--- config.mk ---
export PLATFORM = sky130hd
export DESIGN_NAME = axi4_to_ahb
export DESIGN_NICKNAME = d
export VERILOG_FILES = /design/src/rtl/axi4_to_ahb.sv
export SDC_FILE = /design/constraint.sdc
export NUM_CORES = 1
export LEC_CHECK = 0
export BUFFER_PORTS_ARGS = -buffer_cell sky130_fd_sc_hd__buf_2
export CAP_MARGIN = 20
export CORE_AREA = 2 2 165 167
export CTS_CLUSTER_SIZE = 10
export DETAILED_ROUTE_END_ITERATION = 16
export DIE_AREA = 0 0 167 169
export PLACE_DENSITY = 0.58
export REMOVE_ABC_BUFFERS = 1
export SLEW_MARGIN = 10
export SYNTH_ARGS = -nofsm -noshare
export SYNTH_HDL_FRONTEND = slang
export SYNTH_SLANG_ARGS = --single-unit
--- constraint.sdc ---
create_clock -name clk -period 2.08 [get_ports clk]
set_input_delay 0.416 -clock clk [delete_from_list [all_inputs] [get_ports clk]]
set_output_delay 0.416 -clock clk [all_outputs]
set_load 0.005 [all_outputs]
--- src/rtl/axi4_to_ahb.sv ---
// -----------------------------------------------------------------------------
// axi4_to_ahb
//
// Single-outstanding bridge from an AXI4 slave port to an AHB-Lite master port.
// Only single-beat AXI bursts (len == 0) are carried to AHB; longer bursts are
// answered with SLVERR without touching the bus. Every AHB access is one
// NONSEQ transfer followed by an IDLE cycle, so HBURST is always SINGLE.
//
// Ports
//   clk, rst                 clock, synchronous active-high reset
//   axi_aw*/axi_w*           write address + data (accepted together)
//   axi_b*                   write response
//   axi_ar*                  read address
//   axi_r*                   read data/response (rlast always 1)
//   ahb_h* (outputs)         AHB-Lite master address/data/control
//   ahb_hrdata/hready/hresp  AHB-Lite slave response
// -----------------------------------------------------------------------------
module axi4_to_ahb #(
    parameter int TAG = 1
) (
    input  logic           clk,
    input  logic           rst,

    input  logic           axi_awvalid,
    output logic           axi_awready,
    input  logic [TAG-1:0] axi_awid,
    input  logic [31:0]    axi_awaddr,
    input  logic [2:0]     axi_awsize,
    input  logic [7:0]     axi_awlen,
    input  logic           axi_wvalid,
    output logic           axi_wready,
    input  logic [63:0]    axi_wdata,
    input  logic [7:0]     axi_wstrb,
    input  logic           axi_wlast,
    output logic           axi_bvalid,
    input  logic           axi_bready,
    output logic [TAG-1:0] axi_bid,
    output logic [1:0]     axi_bresp,

    input  logic           axi_arvalid,
    output logic           axi_arready,
    input  logic [TAG-1:0] axi_arid,
    input  logic [31:0]    axi_araddr,
    input  logic [2:0]     axi_arsize,
    input  logic [7:0]     axi_arlen,
    output logic           axi_rvalid,
    input  logic           axi_rready,
    output logic [TAG-1:0] axi_rid,
    output logic [63:0]    axi_rdata,
    output logic [1:0]     axi_rresp,
    output logic           axi_rlast,

    output logic [31:0]    ahb_haddr,
    output logic [2:0]     ahb_hsize,
    output logic [1:0]     ahb_htrans,
    output logic           ahb_hwrite,
    output logic [63:0]    ahb_hwdata,
    output logic [2:0]     ahb_hburst,
    output logic           ahb_hmastlock,
    output logic [3:0]     ahb_hprot,
    input  logic [63:0]    ahb_hrdata,
    input  logic           ahb_hready,
    input  logic           ahb_hresp
);

    typedef enum logic [1:0] {
        IDLE,
        ADDR,
        DATA,
        RESP
    } state_t;

    localparam logic [1:0] HTRANS_IDLE   = 2'b00;
    localparam logic [1:0] HTRANS_NONSEQ = 2'b10;
    localparam logic [1:0] RESP_OKAY     = 2'b00;
    localparam logic [1:0] RESP_SLVERR   = 2'b10;

    state_t         state_q, state_d;
    logic           rr_q, rr_d;          // 0: write wins a tie, 1: read wins
    logic           err_q, err_d;
    logic           write_q, write_d;
    logic [31:0]    addr_q, addr_d;
    logic [1:0]     size_q, size_d;      // AHB HSIZE carries at most 64-bit
    logic [TAG-1:0] id_q, id_d;
    logic [63:0]    wdata_q, wdata_d;
    logic [63:0]    rdata_q, rdata_d;

    logic wr_cand, rd_cand, take_wr, take_rd, len_nz;

    // Byte strobes are not forwarded (AHB-Lite has none) and every accepted
    // write is a single beat, so wlast and the top size bit carry no information.
    logic unused_inputs;
    assign unused_inputs = ^{axi_wstrb, axi_wlast, axi_awsize[2], axi_arsize[2]};

    // A write needs both address and data present; it is never accepted
    // piecemeal, which keeps awready and wready identical.
    assign wr_cand = axi_awvalid & axi_wvalid;
    assign rd_cand = axi_arvalid;
    assign take_wr = wr_cand & (~rd_cand | ~rr_q);
    assign take_rd = rd_cand & ~take_wr;

    always_comb begin
        // NOTE: every signal written here gets a default first, so no path
        // through the case statement can leave one unassigned and infer a latch.
        state_d     = state_q;
        rr_d        = rr_q;
        err_d       = err_q;
        write_d     = write_q;
        addr_d      = addr_q;
        size_d      = size_q;
        id_d        = id_q;
        wdata_d     = wdata_q;
        rdata_d     = rdata_q;
        len_nz      = 1'b0;
        axi_awready = 1'b0;
        axi_wready  = 1'b0;
        axi_arready = 1'b0;
        axi_bvalid  = 1'b0;
        axi_rvalid  = 1'b0;
        ahb_htrans  = HTRANS_IDLE;
        ahb_hwrite  = 1'b0;

        unique case (state_q)
            IDLE: begin
                if (take_wr) begin
                    axi_awready = 1'b1;
                    axi_wready  = 1'b1;
                    write_d     = 1'b1;
                    addr_d      = axi_awaddr;
                    size_d      = axi_awsize[1:0];
                    id_d        = axi_awid;
                    wdata_d     = axi_wdata;
                    len_nz      = |axi_awlen;
                end else if (take_rd) begin
                    axi_arready = 1'b1;
                    write_d     = 1'b0;
                    addr_d      = axi_araddr;
                    size_d      = axi_arsize[1:0];
                    id_d        = axi_arid;
                    len_nz      = |axi_arlen;
                end
                if (take_wr | take_rd) begin
                    rr_d    = ~rr_q;
                    // Multi-beat bursts are refused outright and never reach AHB.
                    err_d   = len_nz;
                    state_d = len_nz ? RESP : ADDR;
                end
            end
            ADDR: begin
                ahb_htrans = HTRANS_NONSEQ;
                ahb_hwrite = write_q;
                if (ahb_hready) begin
                    state_d = DATA;
                end
            end
            DATA: begin
                // The first cycle of a two-cycle error response has hready low
                // and simply extends the data phase; the error is taken only
                // when the transfer completes.
                if (ahb_hready) begin
                    err_d   = ahb_hresp;
                    state_d = RESP;
                    if (!write_q) begin
                        rdata_d = ahb_hrdata;
                    end
                end
            end
            RESP: begin
                axi_bvalid = write_q;
                axi_rvalid = ~write_q;
                if (write_q ? axi_bready : axi_rready) begin
                    state_d = IDLE;
                end
            end
            default: state_d = IDLE;
        endcase
    end

    // NOTE: state registers use non-blocking assignments so every flop samples
    // the pre-edge value of the others, independent of statement order.
    always_ff @(posedge clk) begin
        if (rst) begin
            state_q <= IDLE;
            rr_q    <= 1'b0;
            err_q   <= 1'b0;
            write_q <= 1'b0;
            addr_q  <= '0;
            size_q  <= '0;
            id_q    <= '0;
            wdata_q <= '0;
            rdata_q <= '0;
        end else begin
            state_q <= state_d;
            rr_q    <= rr_d;
            err_q   <= err_d;
            write_q <= write_d;
            addr_q  <= addr_d;
            size_q  <= size_d;
            id_q    <= id_d;
            wdata_q <= wdata_d;
            rdata_q <= rdata_d;
        end
    end

    // Captured values are driven continuously; htrans/hwrite/valid qualify them.
    assign ahb_haddr     = addr_q;
    assign ahb_hsize     = {1'b0, size_q};
    assign ahb_hwdata    = wdata_q;
    assign ahb_hburst    = 3'b000;
    assign ahb_hmastlock = 1'b0;
    assign ahb_hprot     = 4'b0011;

    assign axi_bid   = id_q;
    assign axi_rid   = id_q;
    assign axi_bresp = err_q ? RESP_SLVERR : RESP_OKAY;
    assign axi_rresp = err_q ? RESP_SLVERR : RESP_OKAY;
    assign axi_rdata = rdata_q;
    assign axi_rlast = 1'b1;

endmodule

==> impl_metrics.yaml <==
worst_setup_path:
  critical_path_class: "flip-flop to output pin"
  worst_ep_required_time_ns: 1.66
  critPathCaptureType: "output pin"
  worstPathArrival_ns: 1.61
  worstPathMaxFanout: 4
  start_kind: "flip-flop"
synthesis:
  yosys_warnings: 0
  synth.avg_cell_area_um2: 8.24
  synth_top_family_by_area: "simple AND/OR/NAND/NOR gates"
  synth_ff_type: "dfxtp_1"
  synth-adder-area-share: 0.00774
  synth-simple-area-share: 0.194
  syn-instance-count: 784
  synthTopCellsByArea: "dfxtp_1 (52%), nand2_1 (15%), a21oi_1 (10%), mux2i_1 (5.6%), a211oi_1 (4.2%)"
  async_flop_share: 0
  synth_commonest_cells: "nand2_1 (262), dfxtp_1 (168), a21oi_1 (131)"
  synth_area_um2: 6460
  synth-seq-cells: 168
  synth_xor_area_frac: 0.00136
  synth_edf_count: 0
  synth_compound_area_frac: 0.151
  seq_area_frac_synth: 0.520
  synth.largest_area_cell: "dfxtp_1"
  synth_top_area_share: 0.520
  synth.most_common_cell: "nand2_1"
  ys_types: 33
  yosys-mux-area-fraction: 0.0558
detailed_routing:
  vias: 6501
  wl_um: 20800
  post_drt_via_cell_ratio: 4.29
  drt_first_pass_iters: 4
  drtAntennaViolNets: 0
  wl_per_cell_um: 13.7
  drt_iter0_markers: 309
  drc: 0
global_routing:
  grt.overflow.total: 0
  grtUsageTotal: 0.142
  antenna_found_initial: 1
  grt_pass1_vias: 5914
  grt_pass1_wl_um: 32000
  grt_max_degree: 72
timing:
  fin_crit_ns: 2.03
  slew_viol_final: 0
  setup_slack_ns: 0.0513
  setup_viol: 0
  hold_viol: 0
  skew_ns: 0.00856
  finalCritPeriodShare: 0.975
  relSlewSlack: 0.664
  max_clock_freq_ghz: 0.493
  worstMarginPinSlew_ns: 0.503
clock_tree:
  hold_buffers: 0
  cts_tree: "done"
  clock-sinks: 168
  clock_path_buffers: 2
  cts_buffers: 17
  clk_pin_slew_worst_paths_ns: 0.08
  insertion_delay_ns: 0.42
  root_buffer: "clkbuf_16"
  h-tree-depth: 4
power:
  powerDensity_nw_per_um2: 1060
  leakage_nw: 4.51
  irDropWorstVdd_uv: 696
floorplan:
  fp.dieH_um: 169
  ios: 420
  floorplan.rows: 60
  start_util: 0.244
  die_w_um: 167
  fp.dieArea_um2: 28200
  core-area_um2: 26500
cells_and_area:
  regArea_um2: 3370
  final_layout_size_suffix_gt1_frac: 0.396
  finalNonFillerCells: 1516
  multiInputGateArea_um2: 2730
  fillerInstances: 2829
  final_area_um2: 9410
  area_growth_pct: 45.5
  nets: 1399
place:
  place_congestion: 0.807
  port_buffers: 395
  place_area_um2: 8700
  placed_cells: 1472
  place_ws_ns: 0.168
  hpwl_um: 15200
flow_run:
  cap_viol_max_count: 0
worst_hold_path:
  hold_class: "input pin to flip-flop"
outcome:
  status: "finished, final reports clean"
-- cell families (layout without fill, tap and decap cells) --
logic type	count (synthesis)	after routing
flops	168	168
fa+ha+maj	4	4
xor+xnor	1	1
mux	36	36
compound gates	174	174
other cells	2	14
buf+inv	79	458
simple gates	320	320
-- sequential cells by signal, indices dropped and copies added (netlist names) --
| register | flops |
|---|---|
| ahb_haddr | 32 |
| err_q | 1 |
| size_q | 2 |
| rr_q | 1 |
| axi_bid | 1 |
| write_q | 1 |
| state_q | 2 |
| ahb_hwdata | 64 |
| axi_rdata | 64 |
-- report_power, final --
group          total [mW]  internal (mW)  switching (mW)
Clock                3.18           1.71            1.47
Sequential           3.97           3.72           0.256
Combinational        2.84           1.28            1.57
-- metrics by stage --
| stage | total power, mW | setup TNS [ns] | util | hold slack (ns) |
|---|---|---|---|---|
| 2_1_floorplan | 5.40 | -113.49 | - | 0.447 |
| 3_3_place_gp | 6.69 | 0 | 0.328 | 0.439 |
| 3_5_place_dp | 6.75 | 0 | 0.328 | 0.443 |
| 4_1_cts | 10.1 | 0 | 0.353 | 0.198 |
| 5_1_grt | 10.7 | -0.00803 | 0.355 | 0.202 |
| 6_report | 10.0 | 0 | 0.355 | 0.226 |
-- layout make-up --
cell class	count	area share
multi-input cells	548	0.290
clock buffers	17	0.0452
diodes	1	0.000266
inverters	5	0.00306
repair buffers	421	0.242
flip-flops and latches	168	0.358
well taps	341	0.0454
clock inverters	15	0.0166
-- path summary, 6_finish.rpt --
kind	slack, ns	depth (start not counted)	from	end
setup / recovery	0.05	6	state_q[1]	axi_awready
hold / removal	0.23	3	axi_wdata[63]	ahb_hwdata[63]
setup reg to reg	0.23	8	state_q[0]	axi_rdata[39]
hold reg to reg	0.45	2	axi_rdata[0]	axi_rdata[0]
-- layer usage --
layer  global-route usage  part of all wire
met5                    0                 0
met4               0.0472             0.016
met3               0.0351             0.065
met2                0.242              0.49
met1                0.176              0.43
-- cell usage in the layout, fill, tap and decap left out, drive strengths merged, types with 4 or more instances in the layout --
| cell | n |
|---|---|
| mux2i | 36 |
| conb | 13 |
| buf | 421 |
| clkbuf | 17 |
| inv | 15 |
| a211oi | 36 |
| ha | 4 |
| dfxtp | 168 |
| a21oi | 131 |
| nand2 | 262 |
| nor2 | 40 |
| nor4 | 4 |
-- worst max-delay path, stage by stage, from the launching register on --
cell and delay (ns):
dfxtp_2 0.34, inv_2 0.07, ha_4 0.15, inv_4 0.04, or3_4 0.41, inv_8 0.10
buf_6 0.09
-- repair_timing --
action                     CTS  global route
gates resized for setup      9             3
pin swaps                    2             2
buffers inserted             5             6
setup endpoints to repair    2             2
No activity file was read; power rests on OpenSTA's default activity.
